--- config.mk ---
export PLATFORM = sky130hd
export DESIGN_NAME = btn_event_decoder_flat
export DESIGN_NICKNAME = d
export VERILOG_FILES = /design/src/rtl/btn_event_if.sv /design/src/rtl/btn_event_decoder.sv /design/src/flat_wrapper.sv
export SDC_FILE = /design/constraint.sdc
export NUM_CORES = 1
export LEC_CHECK = 0
export ABC_AREA = 1
export ABC_CLOCK_PERIOD_IN_PS = 2950
export CAP_MARGIN = 40
export CORE_ASPECT_RATIO = 2
export CORE_UTILIZATION = 56
export DETAILED_ROUTE_END_ITERATION = 8
export DONT_BUFFER_PORTS = 1
export PLACE_DENSITY = 0.78
export REMOVE_ABC_BUFFERS = 1
export SYNTH_ARGS = -nofsm -noshare
export SYNTH_HDL_FRONTEND = slang
export SYNTH_SLANG_ARGS = --single-unit
--- constraint.sdc ---
create_clock -name clk_5ms -period 2.95 [get_ports clk_5ms]
set_input_delay 0.59 -clock clk_5ms [delete_from_list [all_inputs] [get_ports clk_5ms]]
set_output_delay 0.59 -clock clk_5ms [all_outputs]
set_load 0.05 [all_outputs]
--- src/rtl/btn_event_if.sv ---
// Button-event bundle: debounced level into the decoder, event pulses and count out.
interface btn_event_if;
  localparam int unsigned EVT_W = 8;

  logic             btn_deb;
  logic             click_pulse;
  logic             double_pulse;
  logic             long_pulse;
  logic             repeat_pulse;
  logic             busy;
  logic [EVT_W-1:0] event_count;

  // master drives the button level, slave is the decoder producing events
  modport master (
    output btn_deb,
    input  click_pulse, double_pulse, long_pulse, repeat_pulse, busy, event_count
  );

  modport slave (
    input  btn_deb,
    output click_pulse, double_pulse, long_pulse, repeat_pulse, busy, event_count
  );
endinterface

--- src/rtl/btn_event_decoder.sv ---
// Classifies debounced button presses into click / double-click / long-press / auto-repeat
// one-tick pulses on clk_5ms, and keeps a running mod-256 count of emitted events.
module btn_event_decoder #(
  parameter int unsigned LONG_TICKS   = 200,
  parameter int unsigned DCLICK_TICKS = 60,
  parameter int unsigned REPEAT_TICKS = 40,
  parameter int unsigned CNT_W        = 9
) (
  input  logic        clk_5ms,
  input  logic        rst,
  btn_event_if.slave  bus
);

  localparam int unsigned EVT_W = 8;
  localparam logic [CNT_W-1:0] CNT_ONE   = CNT_W'(1);
  localparam logic [CNT_W-1:0] LONG_M1   = CNT_W'(LONG_TICKS - 1);
  localparam logic [CNT_W-1:0] DCLICK_M  = CNT_W'(DCLICK_TICKS);
  localparam logic [CNT_W-1:0] REPEAT_M1 = CNT_W'(REPEAT_TICKS - 1);

  typedef enum logic [2:0] {
    S_IDLE,
    S_PRESS1,
    S_WAIT2,
    S_PRESS2,
    S_LONG_HOLD
  } state_e;

  state_e           state_q, state_d;
  logic [CNT_W-1:0] cnt_q, cnt_d;
  logic             btn_q;
  logic             click_q, click_d;
  logic             double_q, double_d;
  logic             long_q, long_d;
  logic             repeat_q, repeat_d;
  logic             busy_q, busy_d;
  logic [EVT_W-1:0] evt_q, evt_d;
  logic             rise_c, fall_c;

  assign rise_c = bus.btn_deb & ~btn_q;
  assign fall_c = ~bus.btn_deb & btn_q;

  // btn_q resets high so a button held through reset is ignored until re-pressed
  always_ff @(posedge clk_5ms or posedge rst) begin
    if (rst) begin
      state_q  <= S_IDLE;
      cnt_q    <= '0;
      btn_q    <= 1'b1;
      click_q  <= 1'b0;
      double_q <= 1'b0;
      long_q   <= 1'b0;
      repeat_q <= 1'b0;
      busy_q   <= 1'b0;
      evt_q    <= '0;
    end else begin
      state_q  <= state_d;
      cnt_q    <= cnt_d;
      btn_q    <= bus.btn_deb;
      click_q  <= click_d;
      double_q <= double_d;
      long_q   <= long_d;
      repeat_q <= repeat_d;
      busy_q   <= busy_d;
      evt_q    <= evt_d;
    end
  end

  // Next-state, shared tick counter and event decode
  always_comb begin
    state_d  = state_q;
    cnt_d    = cnt_q;
    click_d  = 1'b0;
    double_d = 1'b0;
    long_d   = 1'b0;
    repeat_d = 1'b0;
    case (state_q)
      S_IDLE: begin
        if (rise_c) begin
          state_d = S_PRESS1;
          cnt_d   = CNT_ONE;
        end
      end
      S_PRESS1: begin
        if (fall_c) begin
          state_d = S_WAIT2;
          cnt_d   = CNT_ONE;
        end else if (cnt_q == LONG_M1) begin
          long_d  = 1'b1;
          state_d = S_LONG_HOLD;
          cnt_d   = '0;
        end else begin
          cnt_d = cnt_q + CNT_ONE;
        end
      end
      S_WAIT2: begin
        if (rise_c) begin
          state_d = S_PRESS2;
          cnt_d   = CNT_ONE;
        end else if (cnt_q == DCLICK_M) begin
          click_d = 1'b1;
          state_d = S_IDLE;
        end else begin
          cnt_d = cnt_q + CNT_ONE;
        end
      end
      S_PRESS2: begin
        if (fall_c) begin
          double_d = 1'b1;
          state_d  = S_IDLE;
        end else if (cnt_q == LONG_M1) begin
          // first click is committed, second press turns into a long press
          click_d = 1'b1;
          long_d  = 1'b1;
          state_d = S_LONG_HOLD;
          cnt_d   = '0;
        end else begin
          cnt_d = cnt_q + CNT_ONE;
        end
      end
      S_LONG_HOLD: begin
        if (fall_c) begin
          state_d = S_IDLE;
        end else if (cnt_q == REPEAT_M1) begin
          repeat_d = 1'b1;
          cnt_d    = '0;
        end else begin
          cnt_d = cnt_q + CNT_ONE;
        end
      end
      default: begin
        state_d = S_IDLE;
        cnt_d   = '0;
      end
    endcase
    busy_d = (state_d != S_IDLE);
    evt_d  = evt_q + EVT_W'(click_d) + EVT_W'(double_d) + EVT_W'(long_d) + EVT_W'(repeat_d);
  end

  assign bus.click_pulse  = click_q;
  assign bus.double_pulse = double_q;
  assign bus.long_pulse   = long_q;
  assign bus.repeat_pulse = repeat_q;
  assign bus.busy         = busy_q;
  assign bus.event_count  = evt_q;

endmodule
--- src/flat_wrapper.sv ---
// flat-port wrapper written by rule: the top's interface ports become plain ports
module btn_event_decoder_flat 
#(
  parameter int unsigned LONG_TICKS   = 200,
  parameter int unsigned DCLICK_TICKS = 60,
  parameter int unsigned REPEAT_TICKS = 40,
  parameter int unsigned CNT_W        = 9
)
  (clk_5ms, rst, bus_btn_deb, bus_click_pulse, bus_double_pulse, bus_long_pulse, bus_repeat_pulse, bus_busy, bus_event_count);
  btn_event_if bus_i ();
  input  logic clk_5ms;
  input  logic rst;
  input wire logic [$bits(bus_i.btn_deb)-1:0] bus_btn_deb;
  output wire logic [$bits(bus_i.click_pulse)-1:0] bus_click_pulse;
  output wire logic [$bits(bus_i.double_pulse)-1:0] bus_double_pulse;
  output wire logic [$bits(bus_i.long_pulse)-1:0] bus_long_pulse;
  output wire logic [$bits(bus_i.repeat_pulse)-1:0] bus_repeat_pulse;
  output wire logic [$bits(bus_i.busy)-1:0] bus_busy;
  output wire logic [$bits(bus_i.event_count)-1:0] bus_event_count;
  assign bus_i.btn_deb = bus_btn_deb;
  assign bus_click_pulse = bus_i.click_pulse;
  assign bus_double_pulse = bus_i.double_pulse;
  assign bus_long_pulse = bus_i.long_pulse;
  assign bus_repeat_pulse = bus_i.repeat_pulse;
  assign bus_busy = bus_i.busy;
  assign bus_event_count = bus_i.event_count;
  btn_event_decoder #(.LONG_TICKS(LONG_TICKS), .DCLICK_TICKS(DCLICK_TICKS), .REPEAT_TICKS(REPEAT_TICKS), .CNT_W(CNT_W)) u_core (.clk_5ms(clk_5ms), .rst(rst), .bus(bus_i));
endmodule
---- Yosys cells after proc, flatten, opt, wreduce, memory -nomap -nowiden ----
Cells that the tools add are included.
word-level totals
  bits of input ports ..................... 3
  logic and storage cells ................. 61
  bits in registers ....................... 26
  output and inout port bits .............. 13
operators by class
  bitwise gates (word level) .............. 4
  add/sub/neg operators ................... 5
  multiplexer cells ....................... 28
  reduce and logical (&&, ||, !) cells .... 4
  equal/unequal tests ..................... 11
operator list
  cell                                           number
  2-to-1 mux 9 bit                               8
  case mux 9 bit (5 select lines)                1
  adder 8 x 1 -> 8 bit                           4
  2-to-1 mux 3 bit                               7
  == test 9 x 6 -> 1 bit, second input constant  2
  case mux 3 bit (5 select lines)                1
  2-to-1 mux 1 bit                               10
  adder 9 x 1 -> 9 bit, second input constant    1
  == test 9 x 8 -> 1 bit, second input constant  1
  == test 3 x 2 -> 1 bit, second input constant  2
  != test 2 bit, second input constant           2
  AND reduction 4 bit                            1
  == test 3 x 1 -> 1 bit, second input constant  1
  == test 3 bit, second input constant           1
  zero test 3 bit                                1
  != test 3 x 2 -> 1 bit, second input constant  1
  nonzero test 3 bit                             1
  bitwise AND 1 bit                              2
  != test 2 x 1 -> 1 bit, second input constant  1
  NOT 1 bit                                      2
  case mux 1 bit (2 select lines)                1
  OR reduction 2 bit                             1

---- Depth between registers and ports, before layout ----
  word-level depth ........................ 8
  gate-level depth with buffers ........... 17
  mapped depth without buffers ............ 17

---- Least setup slack after synthesis ----
No wires, ideal clock.
  path kind ............................... input to register
  start ................................... input port bus_btn_deb
  end ..................................... register u_core.evt_q[6] (netlist: u_core.bus.event_count[6])
  data arrival time ....................... 2.789 ns
  library setup time ...................... 0.141 ns
  slack ................................... 0.019 ns
  cell stages on the path ................. 13
  path buffers ............................ 0
  required time ........................... 2.809 ns
  cell sequence ........................... inv_1 > nand2_2 > nand2_1 > inv_1 > nand3_1 > o21ai_2 > inv_1 > fa_1 > fa_1 > fa_1 > nor2_1 > nand2_1 > xnor2_1
between the ends
  longest elaborated chain between the ends .. 8
  elaborated cells between the ends (all ways) .. 15
  those cells by class .................... 4 x add/sub; 8 x mux; 3 x bitwise
RTL lines
  item                                  line                      RTL
  start, declared                       flat_wrapper.sv:13        input wire logic [$bits(bus_i.btn_deb)-1:0] bus_btn_deb;
  NOT 1 bit                             btn_event_decoder.sv:40   assign fall_c = ~bus.btn_deb & btn_q;
  bitwise AND 1 bit                     btn_event_decoder.sv:40
  2-to-1 mux 1 bit                      btn_event_decoder.sv:106  if (fall_c) begin
  case mux 1 bit (2 select lines) *     btn_event_decoder.sv:75   case (state_q)
  via u_core.click_d                    btn_event_decoder.sv:31   logic click_q, click_d;
  adder 8 x 1 -> 8 bit * (4 in series)  btn_event_decoder.sv:135  evt_d = evt_q + EVT_W'(click_d) + EVT_W'(double_d) + EVT_W'(long_d) + EVT_W'(repeat_d);
  via u_core.evt_d[6]                   btn_event_decoder.sv:36   logic [EVT_W-1:0] evt_q, evt_d;
  end signal, assigned                  btn_event_decoder.sv:63   evt_q <= evt_d;
  end, declared                         btn_event_decoder.sv:36
The timed path passes the listed nets; every way through them passes the cells marked *.
A chain may end at the register's enable or synchronous reset.

---- Final worst setup path ----
  start ................................... register u_core.cnt_q[6]
  end ..................................... register u_core.evt_q[4] (netlist: u_core.bus.event_count[4])
between the ends
  longest elaborated chain between the ends .. 8
  elaborated cells between the ends (all ways) .. 16
  those cells by class .................... 4 x add/sub; 3 x eq/ne; 9 x mux
RTL lines
  item                                                              line                                               RTL
  start, declared                                                   btn_event_decoder.sv:29                            logic [CNT_W-1:0] cnt_q, cnt_d;
  start signal, assigned                                            btn_event_decoder.sv:56                            cnt_q <= cnt_d;
  == test 9 x 8 -> 1 bit or == test 9 x 6 -> 1 bit (tied branches)  btn_event_decoder.sv:109, btn_event_decoder.sv:98
  2-to-1 mux 1 bit (on tied branches)                               btn_event_decoder.sv:109, btn_event_decoder.sv:98
  2-to-1 mux 1 bit (on tied branches)                               btn_event_decoder.sv:106, btn_event_decoder.sv:95
  case mux 1 bit (2 select lines) *                                 btn_event_decoder.sv:75
  via u_core.click_d                                                btn_event_decoder.sv:31
  adder 8 x 1 -> 8 bit * (4 in series)                              btn_event_decoder.sv:135
  via u_core.evt_d[4]                                               btn_event_decoder.sv:36
Marked as above.

==> flow_summary.yaml <==
die:
  die_y_um: 74.7
  pin_count: 16
  start_util_pct: 58.3
  die_x_um: 38.4
  core_area_sq_um: 2540
  rows: 26
  dieArea_sq_um: 2870
final_layout:
  fin_area_sq_um: 1800
  final_cells: 238
  syn2layout_area_growth_pct: 21.6
  nFillCells: 173
  seqCellArea_sq_um: 653
  diodes: 0
  multi_input_area_sq_um: 771
  drive_above_1_share_pct: 25.2
  nNetsFinal: 220
  finalCoreUtilization_pct: 71.0
route:
  drc_errors: 0
  ant_nets: 0
  drt-pass1-iter-count: 4
  avgRoutedWirePerCell_um: 16.1
  vias: 1346
  vias_per_cell: 5.66
  drtIter0Drc: 89
  drt_wl_total_mm: 3.84
pwr:
  share_seq_of_total_power_pct: 43.3
  powerDensity_nw_per_um2: 708
  internal_power_uw: 749
  peakVddDrop_mv: 0.419
  power.leakage_uw: 0.000944
  power.net_switching_uw: 526
  pwr-share-clk_pct: 23.8
  swShare_pct: 41.3
  comb_power_share_pct: 32.9
synth:
  synth.avg_cell_area_sq_um: 7.79
  synthesis.area_sq_um: 1480
  synth.most_common_cell: "nand2_1"
  netlist_top_cells_area: "dfrtp_1 42%, nand2_1 13%, inv_1 8.9%"
  synthArstFlopShare_pct: 100
  yosys-top-cells-count: "53 x nand2_1, 35 x inv_1, 25 x dfrtp_1"
  synth-seq-cells: 26
  synth_top_area_share_pct: 42.3
  yosysSeqAreaShare_pct: 44.0
  yosys_warnings: 0
  synth_area_leader_cell: "dfrtp_1"
  synthFlopType: "dfrtp_1"
  syn_inst: 190
  synth_cell_types: 23
  synth-edff-count: 0
global_routing:
  grt-ovfl-total: 0
  grt_antenna_before_repair: 0
  grt_max_degree: 16
  grt_pass1_wl_mm: 5.67
  grtUsageTotal_pct: 28.2
  grt_pass1_vias: 1332
clock_network:
  cts_buffers: 3
  clkSinkCount: 26
  clk_pin_slew_ns: 0.09
  clock_path_buffers: 2
  hold_buffers: 0
  tritoncts: "built"
  clock-root-buffer: "clkbuf_8"
  htree_num_levels: 1
  clk_latency_ns: 0.28
worst_setup_path:
  reg2reg_slack_ns: -0.004
  r2r-end: "u_core.bus.event_count[4]"
  required_ns: 3.16
  r2r_start: "u_core.cnt_q[6]"
  r2r_cells: 14
  cp-start-kind: "register"
  critPathCaptureType: "register"
  worstSetupPathType: "reg -> reg"
  cp.arrival_ns: 3.16
  path_max_fanout: 3
placed_design:
  port-buffer-count: 0
  placed_cell_area_sq_um: 1610
  hpwl_mm: 2.49
  gp_congestion: 0.898
  placed_cells: 230
timing:
  rsz0062_at_grt: "yes"
  fmax_mhz: 339
  worstMarginPinSlew_ns: 0.599
  final_hold_viol_count: 0
  fin_ws_ns: -0.00413
  fin_skew_ns: 0.00365
  fin_crit_sh_pct: 100
  slew_viol_final: 0
  maxSlewHeadroom_pct: 60.0
  setup_viol: 1
  layout_min_cycle_time_ns: 2.95
outcome:
  status: "finished, violations left"
  violations: "negative setup slack"
run:
  cap_violations: 0
hold_path:
  hold_class: "in -> async"
worst max path at each step:
stage               depth (start not counted)            start                        end  slack [ns]
CTS                                        12  u_core.cnt_q[0]  u_core.bus.event_count[4]       -0.05
finish                                     14  u_core.cnt_q[6]  u_core.bus.event_count[4]      -0.004
detailed placement                         13      bus_btn_deb  u_core.bus.event_count[4]       -0.13
global route                               13  u_core.cnt_q[4]  u_core.bus.event_count[6]       -0.08
global placement                           13      bus_btn_deb  u_core.bus.event_count[6]        0.04
floorplan                                  13      bus_btn_deb  u_core.bus.event_count[6]        0.02
power groups by stage:
stage | Clock [uW] | Combinational (uW) | Sequential (uW)
5_1_grt | 322 | 458 | 562
4_1_cts | 304 | 367 | 550
3_3_place_gp | 0 | 331 | 553
3_5_place_dp | 0 | 349 | 556
6_report | 304 | 419 | 552
2_1_floorplan | 0 | 209 | 576
logic make-up (layout without fill, tap and decap cells):
kind of cell / Yosys count / after routing / synth area share, %
buffers and inverters: 37 / 57 / 9.89
adder cells (fa/ha/maj): 6 / 6 / 6.59
flip-flops: 26 / 26 / 44.0
XOR/XNOR: 10 / 10 / 5.92
AO/OA/AOI/OAI: 9 / 9 / 3.47
AND/OR/NAND/NOR: 102 / 102 / 30.1
state kept, by name (all words and copies together) (netlist names):
register	count
u_core.btn_q	1
u_core.bus.busy	1
u_core.bus.click_pulse	1
u_core.bus.double_pulse	1
u_core.bus.event_count	8
u_core.bus.long_pulse	1
u_core.bus.repeat_pulse	1
u_core.cnt_q	9
u_core.state_q	3
layout by cell type (no fill, tap or decap), types with 2 or more instances in the layout:
cell / n
nand4_1: 8
xor2_1: 5
inv_1: 31
nor2_1: 15
nand2_2: 5
dfrtp_1: 24
nor2_2: 5
inv_2: 5
xnor2_1: 4
nand3_2: 4
nor2_4: 3
fa_2: 2
nand3_1: 8
nand2_1: 50
clkbuf_8: 3
buf_4: 16
o21ai_0: 4
a31oi_1: 2
per-stage QoR:
stage	hold slack [ns]	total power, uW	setup TNS [ns]	setup slack (ns)
6_report	0.227	1270	-0.00413	-0.00413
3_3_place_gp	0.502	885	0	0.0389
4_1_cts	0.247	1220	-0.0636	-0.0530
5_1_grt	0.272	1340	-0.197	-0.0760
3_5_place_dp	0.523	905	-0.219	-0.134
2_1_floorplan	0.471	785	0	0.0195
layer usage:
layer,vias to the layer above,part of all wire (%),track usage (%)
met2,61,55,50.5
met3,22,4.1,3.54
met5,-,0,0
met4,0,5.0,16.1
met1,642,36,30.1
li1,621,-,-
timing repair:
action | CTS | global route
hold endpoints to repair | 0 | 0
endpoints found under the setup margin | 5 | 6
pin swaps | 4 | 4
gates resized for setup | 10 | 18
buffers inserted | 1 | 3
critical path, stage by stage, from the launching register on:
cell and delay (ns):
dfrtp_1 0.42, inv_2 0.09, nand2_1 0.12, nor2_2 0.19
nand2_2 0.12, nor2_4 0.13, inv_2 0.05, o21ai_2 0.07
inv_1 0.08, fa_1 0.50, fa_2 0.39, fa_2 0.37
nor2_2 0.11, buf_4 0.13, xor2_2 0.14
final cells by class:
class | instances | area share [%]
multi-input cells | 127 | 42.8
flip-flops and latches | 26 | 36.3
repair buffers | 17 | 7.51
inverters | 36 | 7.51
clock buffers | 3 | 2.29
well taps | 28 | 1.95
clock inverters | 1 | 1.67
Power figures use the tool's default switching activity.
==> RTL change 1: new RTL, same flow settings <==
`REPEAT_TICKS` is set to 40 in 2 places; all go to 20.
--- a/src/rtl/btn_event_decoder.sv
+++ b/src/rtl/btn_event_decoder.sv
@@ -5,3 +5,3 @@
   parameter int unsigned DCLICK_TICKS = 60,
-  parameter int unsigned REPEAT_TICKS = 40,
+  parameter int unsigned REPEAT_TICKS = 20,
   parameter int unsigned CNT_W        = 9
--- a/src/flat_wrapper.sv
+++ b/src/flat_wrapper.sv
@@ -5,3 +5,3 @@
   parameter int unsigned DCLICK_TICKS = 60,
-  parameter int unsigned REPEAT_TICKS = 40,
+  parameter int unsigned REPEAT_TICKS = 20,
   parameter int unsigned CNT_W        = 9
Formal check against the unedited RTL: no difference found for any inputs over 10 cycles, from zero or initial values and one cycle with rst high; that may be too few to reach the edited logic, so the function may still have changed.
==> RTL change 1 against the original RTL <==
Total power grew 1.3%. Utilization shrank 4.0 points. Area after synthesis grew 0.93%. Via count shrank 7.2%. Sequential cell count is the same. Final area shrank 5.7%. Clock skew shrank 1.0 ps. Routed wire length shrank 13%. Worst setup slack gained 130 ps. Combinational power grew 7.9%.
==> RTL change 1: results (changes against the original RTL) <==
- Antenna diodes: 0 (unchanged)
- CP max stage cell: fa_1
- Synth top area share: 0.4188 (-0.003894)
- Yosys cell types: 26 (+13%)
- Synth Area in Compound Gates: 0.04941 (+0.01476)
- GR met3 Demand/Resource: 0.05310 (+0.01770)
- Largest net degree at the start of global routing: 18 (+2)
- Status: complete, no violations
- CTS clk-pin slew, worst paths: 90 ps (about the same)
- Worst slack, placed: -64.25 ps (+70.08 ps)
- Initial antenna violation count: 0 (unchanged)
- Internal Power: 0.6992 mW (-6.6%)
- Global-route wire length before repair: 5.216 mm (-8.0%)
- Slew headroom: 0.6135 (+0.01307)
- DP Area: 1587 sq um (-1.4%)
- Grt met2 use: 0.5000 (-0.004708)
- Drt first pass iters: 4 (unchanged)
- Hpwl dp: 2.603 mm (+4.6%)
- Post-Syn Instances: 182 (-4.2%)
- Post-Route WL: 3.338 mm (-13%)
- Vias per cell: 5.626 (-0.52%)
- Met1 usage: 0.2192 (-0.08198)
- Hold Path Class: input pin to async pin
- Num CTS Buffers: 3 (unchanged)
- Xor and xnor area share after synthesis: 0.04690 (-0.01227)
- P_leak: 0.8521 nW (-9.7%)
- Main synth FF type: dfrtp_1
- Sequential area share after synthesis: 0.4363 (-0.004057)
- Layout cells sized above 1: 0.2680 (+0.01566)
- Worst IR Drop VDD: 0.0005710 V (+36%)
- IO buf count: 0 (unchanged)
- Drt first-iter violations: 42 (-53%)
- Final Skew: 2.622 ps (-1.027 ps)
- Largest cells by area after synthesis: dfrtp_1 (42%), nand2_1 (11%), inv_1 (6.5%), fa_1 (4.0%), nand2_2 (3.4%)
- Critical path arrival: 2970 ps (-190 ps)
- GRT Overall Usage: 0.2649 (-0.01681)
- Fin cells: 222 (-6.7%)
- Number of global-route vias before repair: 1265 (-5.0%)
- Synth cell count leaders: nand2_1 (43), inv_1 (26), dfrtp_1 (25)
- Ys Warns: 0 (unchanged)
- Synth Area in Adders: 0.06533 (-0.0006074)
- Layout Nets: 204 (-7.3%)
- Slowest Stage Delay on Critical Path: 430 ps (-70 ps)
- GPL Wtd Cong: 0.8779 (-2.2%)
==> RTL change 1: cell count changes after synthesis, sizes merged, moves of 2 or more <==
cell	delta
nor3	+2
o22ai	+3
a31oi	-2
inv	-4
a21oi	+4
nand2	-2
xor2	-2
nand4	-4
==> RTL change 1: cell type report <==
type,instances,area (sq um)
multi-input combinational,124,753.2
inverter,32,122.6
tap,28,35.03
clock buffer,4,55.05
sequential,26,651.9
timing repair buffer,8,80.08
fill,210,839.6
==> RTL change 1: worst paths after layout <==
path / slack [ps] / start / cells past startpoint / to
worst max register to register: 130 / u_core.cnt_q[1] / 18 / u_core.bus.event_count[4]
worst min-delay path: 210 / rst / 1 / u_core.cnt_q[8]
max in group asynchronous: 2210 / rst / 2 / u_core.btn_q
min in group clk_5ms: 300 / bus_btn_deb / 0 / u_core.btn_q
worst min register to register: 590 / u_core.cnt_q[8] / 2 / u_core.cnt_q[8]
worst max-delay path: 130 / u_core.cnt_q[1] / 18 / u_core.bus.event_count[4]
==> RTL change 1: repair_timing <==
| item | 4_1_cts | 5_1_grt |
|---|---|---|
| setup buffers | 0 | 3 |
| resized for setup | 2 | 10 |
| pin swaps | 0 | 6 |
| endpoints found under the hold margin | 0 | 0 |
| setup endpoints to repair | 2 | 4 |
| gates cloned | 0 | 0 |
==> RTL change 1: routing by layer <==
| layer | up-vias | share of wire |
|---|---|---|
| met3 | 21 | 0.034 |
| met5 | - | 0 |
| met1 | 596 | 0.33 |
| met2 | 47 | 0.58 |
| met4 | 0 | 0.061 |
| li1 | 585 | - |
==> RTL change 1: per-stage QoR <==
| stage | TNS [ps] | hold slack (ps) |
|---|---|---|
| after floorplan | 0 | 502.4 |
| after global placement | 0 | 557.5 |
| after detailed placement | -98.57 | 524.2 |
| after CTS | 0 | 224.4 |
| after global routing | -46.97 | 235.4 |
| final | 0 | 211.9 |
==> RTL change 1: power groups by stage <==
stage	Clock [mW]	Sequential, mW	Combinational [mW]
2_1_floorplan	0	0.600	0.335
3_3_place_gp	0	0.609	0.418
3_5_place_dp	0	0.614	0.434
4_1_cts	0.236	0.606	0.439
5_1_grt	0.251	0.616	0.515
6_report	0.230	0.609	0.452
==> RTL change 1: worst reg2reg max path, cell delays in order (launching register included) <==
cell and delay (ps):
dfrtp_1 380, ha_2 200, nand2_2 80, inv_2 60, nand2_1 50, nor2_2 120
inv_2 70, nor2_4 130, inv_2 70, o21ai_4 170, fa_1 430, inv_1 80
fa_2 190, inv_2 40, fa_2 340, nand2_2 80, inv_2 60, nand2_2 60
xnor2_1 80
==> RTL change 2: new RTL, same settings <==
Without the edit above. Encoding of `state_e`: now one-hot (5 bits for 5 states).
--- a/src/rtl/btn_event_decoder.sv
+++ b/src/rtl/btn_event_decoder.sv
@@ -19,8 +19,8 @@
 
-  typedef enum logic [2:0] {
-    S_IDLE,
-    S_PRESS1,
-    S_WAIT2,
-    S_PRESS2,
-    S_LONG_HOLD
+  typedef enum logic [4:0] {
+    S_IDLE      = 5'b00001,
+    S_PRESS1    = 5'b00010,
+    S_WAIT2     = 5'b00100,
+    S_PRESS2    = 5'b01000,
+    S_LONG_HOLD = 5'b10000
   } state_e;
Behaviour: same outputs for any inputs over 10 cycles, from zero or initial values and one cycle with rst high; not proved beyond that.
==> RTL change 2 against the original RTL <==
Synthesized cell count grew 24%. Routed wire length is 5.1% higher. Total power shrank 18%. Final area is 18% higher. Sequential cell count rose by 2. Worst setup slack better by 26 ps. Area after synthesis is 21% higher. Critical endpoint is now u_core.bus.event_count[6]. Largest cell class unchanged.
==> RTL change 2: results (changes against the original RTL) <==
- Synth top area share: 0.3631 (-0.05953)
- Largest net degree at the start of global routing: 20 (+4)
- Wire per inst: 13.88 um (-14%)
- Met2 WL post-DR: 2.233 mm (+5.1%)
- GRT Overall Usage: 0.2611 (-0.02052)
- Mux contribution to synthesized area: 0 (unchanged)
- Layout Nets: 271 (+23%)
- Sw Share: 0.3450 (-0.06757)
- Metal3 WL: 149 um (-5.7%)
- DP Area: 1981 sq um (+23%)
- Post-Route WL: 4.039 mm (+5.1%)
- DP Cell Count: 283 (+23%)
- CTS Buffer Depth: 2 (unchanged)
- Layout cells sized above 1: 0.2720 (+0.01965)
- Hpwl dp: 3.087 mm (+24%)
- GPL Wtd Cong: 0.9880 (+10%)
- Xor and xnor area share after synthesis: 0.02933 (-0.02984)
- Final Skew: 3.109 ps (-0.5400 ps)
- Synth Area in Compound Gates: 0.05098 (+0.01632)
- Status: complete, no violations
- Synth Area in Adders: 0.05447 (-0.01146)
- Largest cells by area after synthesis: dfrtp_1 (36%), nand2_1 (10%), inv_1 (8.8%), nand3_1 (6.4%), nor2_1 (6.1%)
- Number of global-route vias before repair: 1631 (+22%)
- Global-route wire length before repair: 6.886 mm (+21%)
- Yosys cell types: 29 (+26%)
- WL met1: 1.478 mm (+8.2%)
- Drt first-iter violations: 44 (-51%)
- Resize count post-CTS: 9 (-1)
- Vias post-DR: 1611 (+20%)
- Clk. pwr: 0.303 mW (about the same)
- Slowest Stage Delay on Critical Path: 450 ps (-50 ps)
- Highest metal used: met4
- Worst IR Drop VDD: 0.0004002 V (-4.4%)
## RTL change 2: cell count changes after synthesis, moves of 3 or more
| cell | unedited run | this run |
|---|---|---|
| o21ai_1 | 0 | 4 |
| nor2_4 | 0 | 4 |
| nand3_1 | 11 | 23 |
| nor2_1 | 19 | 29 |
| inv_1 | 35 | 42 |
| nand2_1 | 53 | 50 |
| nand2_2 | 2 | 7 |
## RTL change 2: through the flow
step           total power [mW]    util  setup TNS [ps]  setup slack, ps
5_1_grt                   1.104  0.7068          -324.5           -119.1
3_5_place_dp             0.7476  0.6574          -301.3           -130.6
6_report                  1.051  0.7068               0            22.05
3_3_place_gp             0.7394  0.6483               0            27.01
4_1_cts                   1.051  0.6923               0            10.45
2_1_floorplan            0.6738       -               0            100.4
## RTL change 2: layer usage
layer,global-route usage,vias to the layer above
met5,0,-
met4,0.1355,0
met3,0.02857,24
met2,0.5109,59
met1,0.2620,749
li1,-,779
## RTL change 2: path summary, 6_finish.rpt
path | to | slack [ps] | startpoint | cells after the start
worst max-delay path | u_core.bus.event_count[6] | 20 | u_core.cnt_q[1] | 15
worst min-delay path | u_core.bus.event_count[1] | 190 | rst | 1
worst max register to register | u_core.bus.event_count[6] | 20 | u_core.cnt_q[1] | 15
worst min register to register | u_core.cnt_q[7] | 550 | u_core.cnt_q[7] | 2
max in group asynchronous | u_core.state_q[0] | 2240 | rst | 2
min in group clk_5ms | u_core.btn_q | 300 | bus_btn_deb | 0
## RTL change 2: final cells by class
type | count | area (sq um)
multi-input combinational | 159 | 939.7
fill | 239 | 883.3
sequential | 28 | 703.2
timing repair buffer | 24 | 203.9
inverter | 46 | 173.9
clock buffer | 3 | 41.29
tap | 30 | 37.54
clock inverter | 1 | 30.03
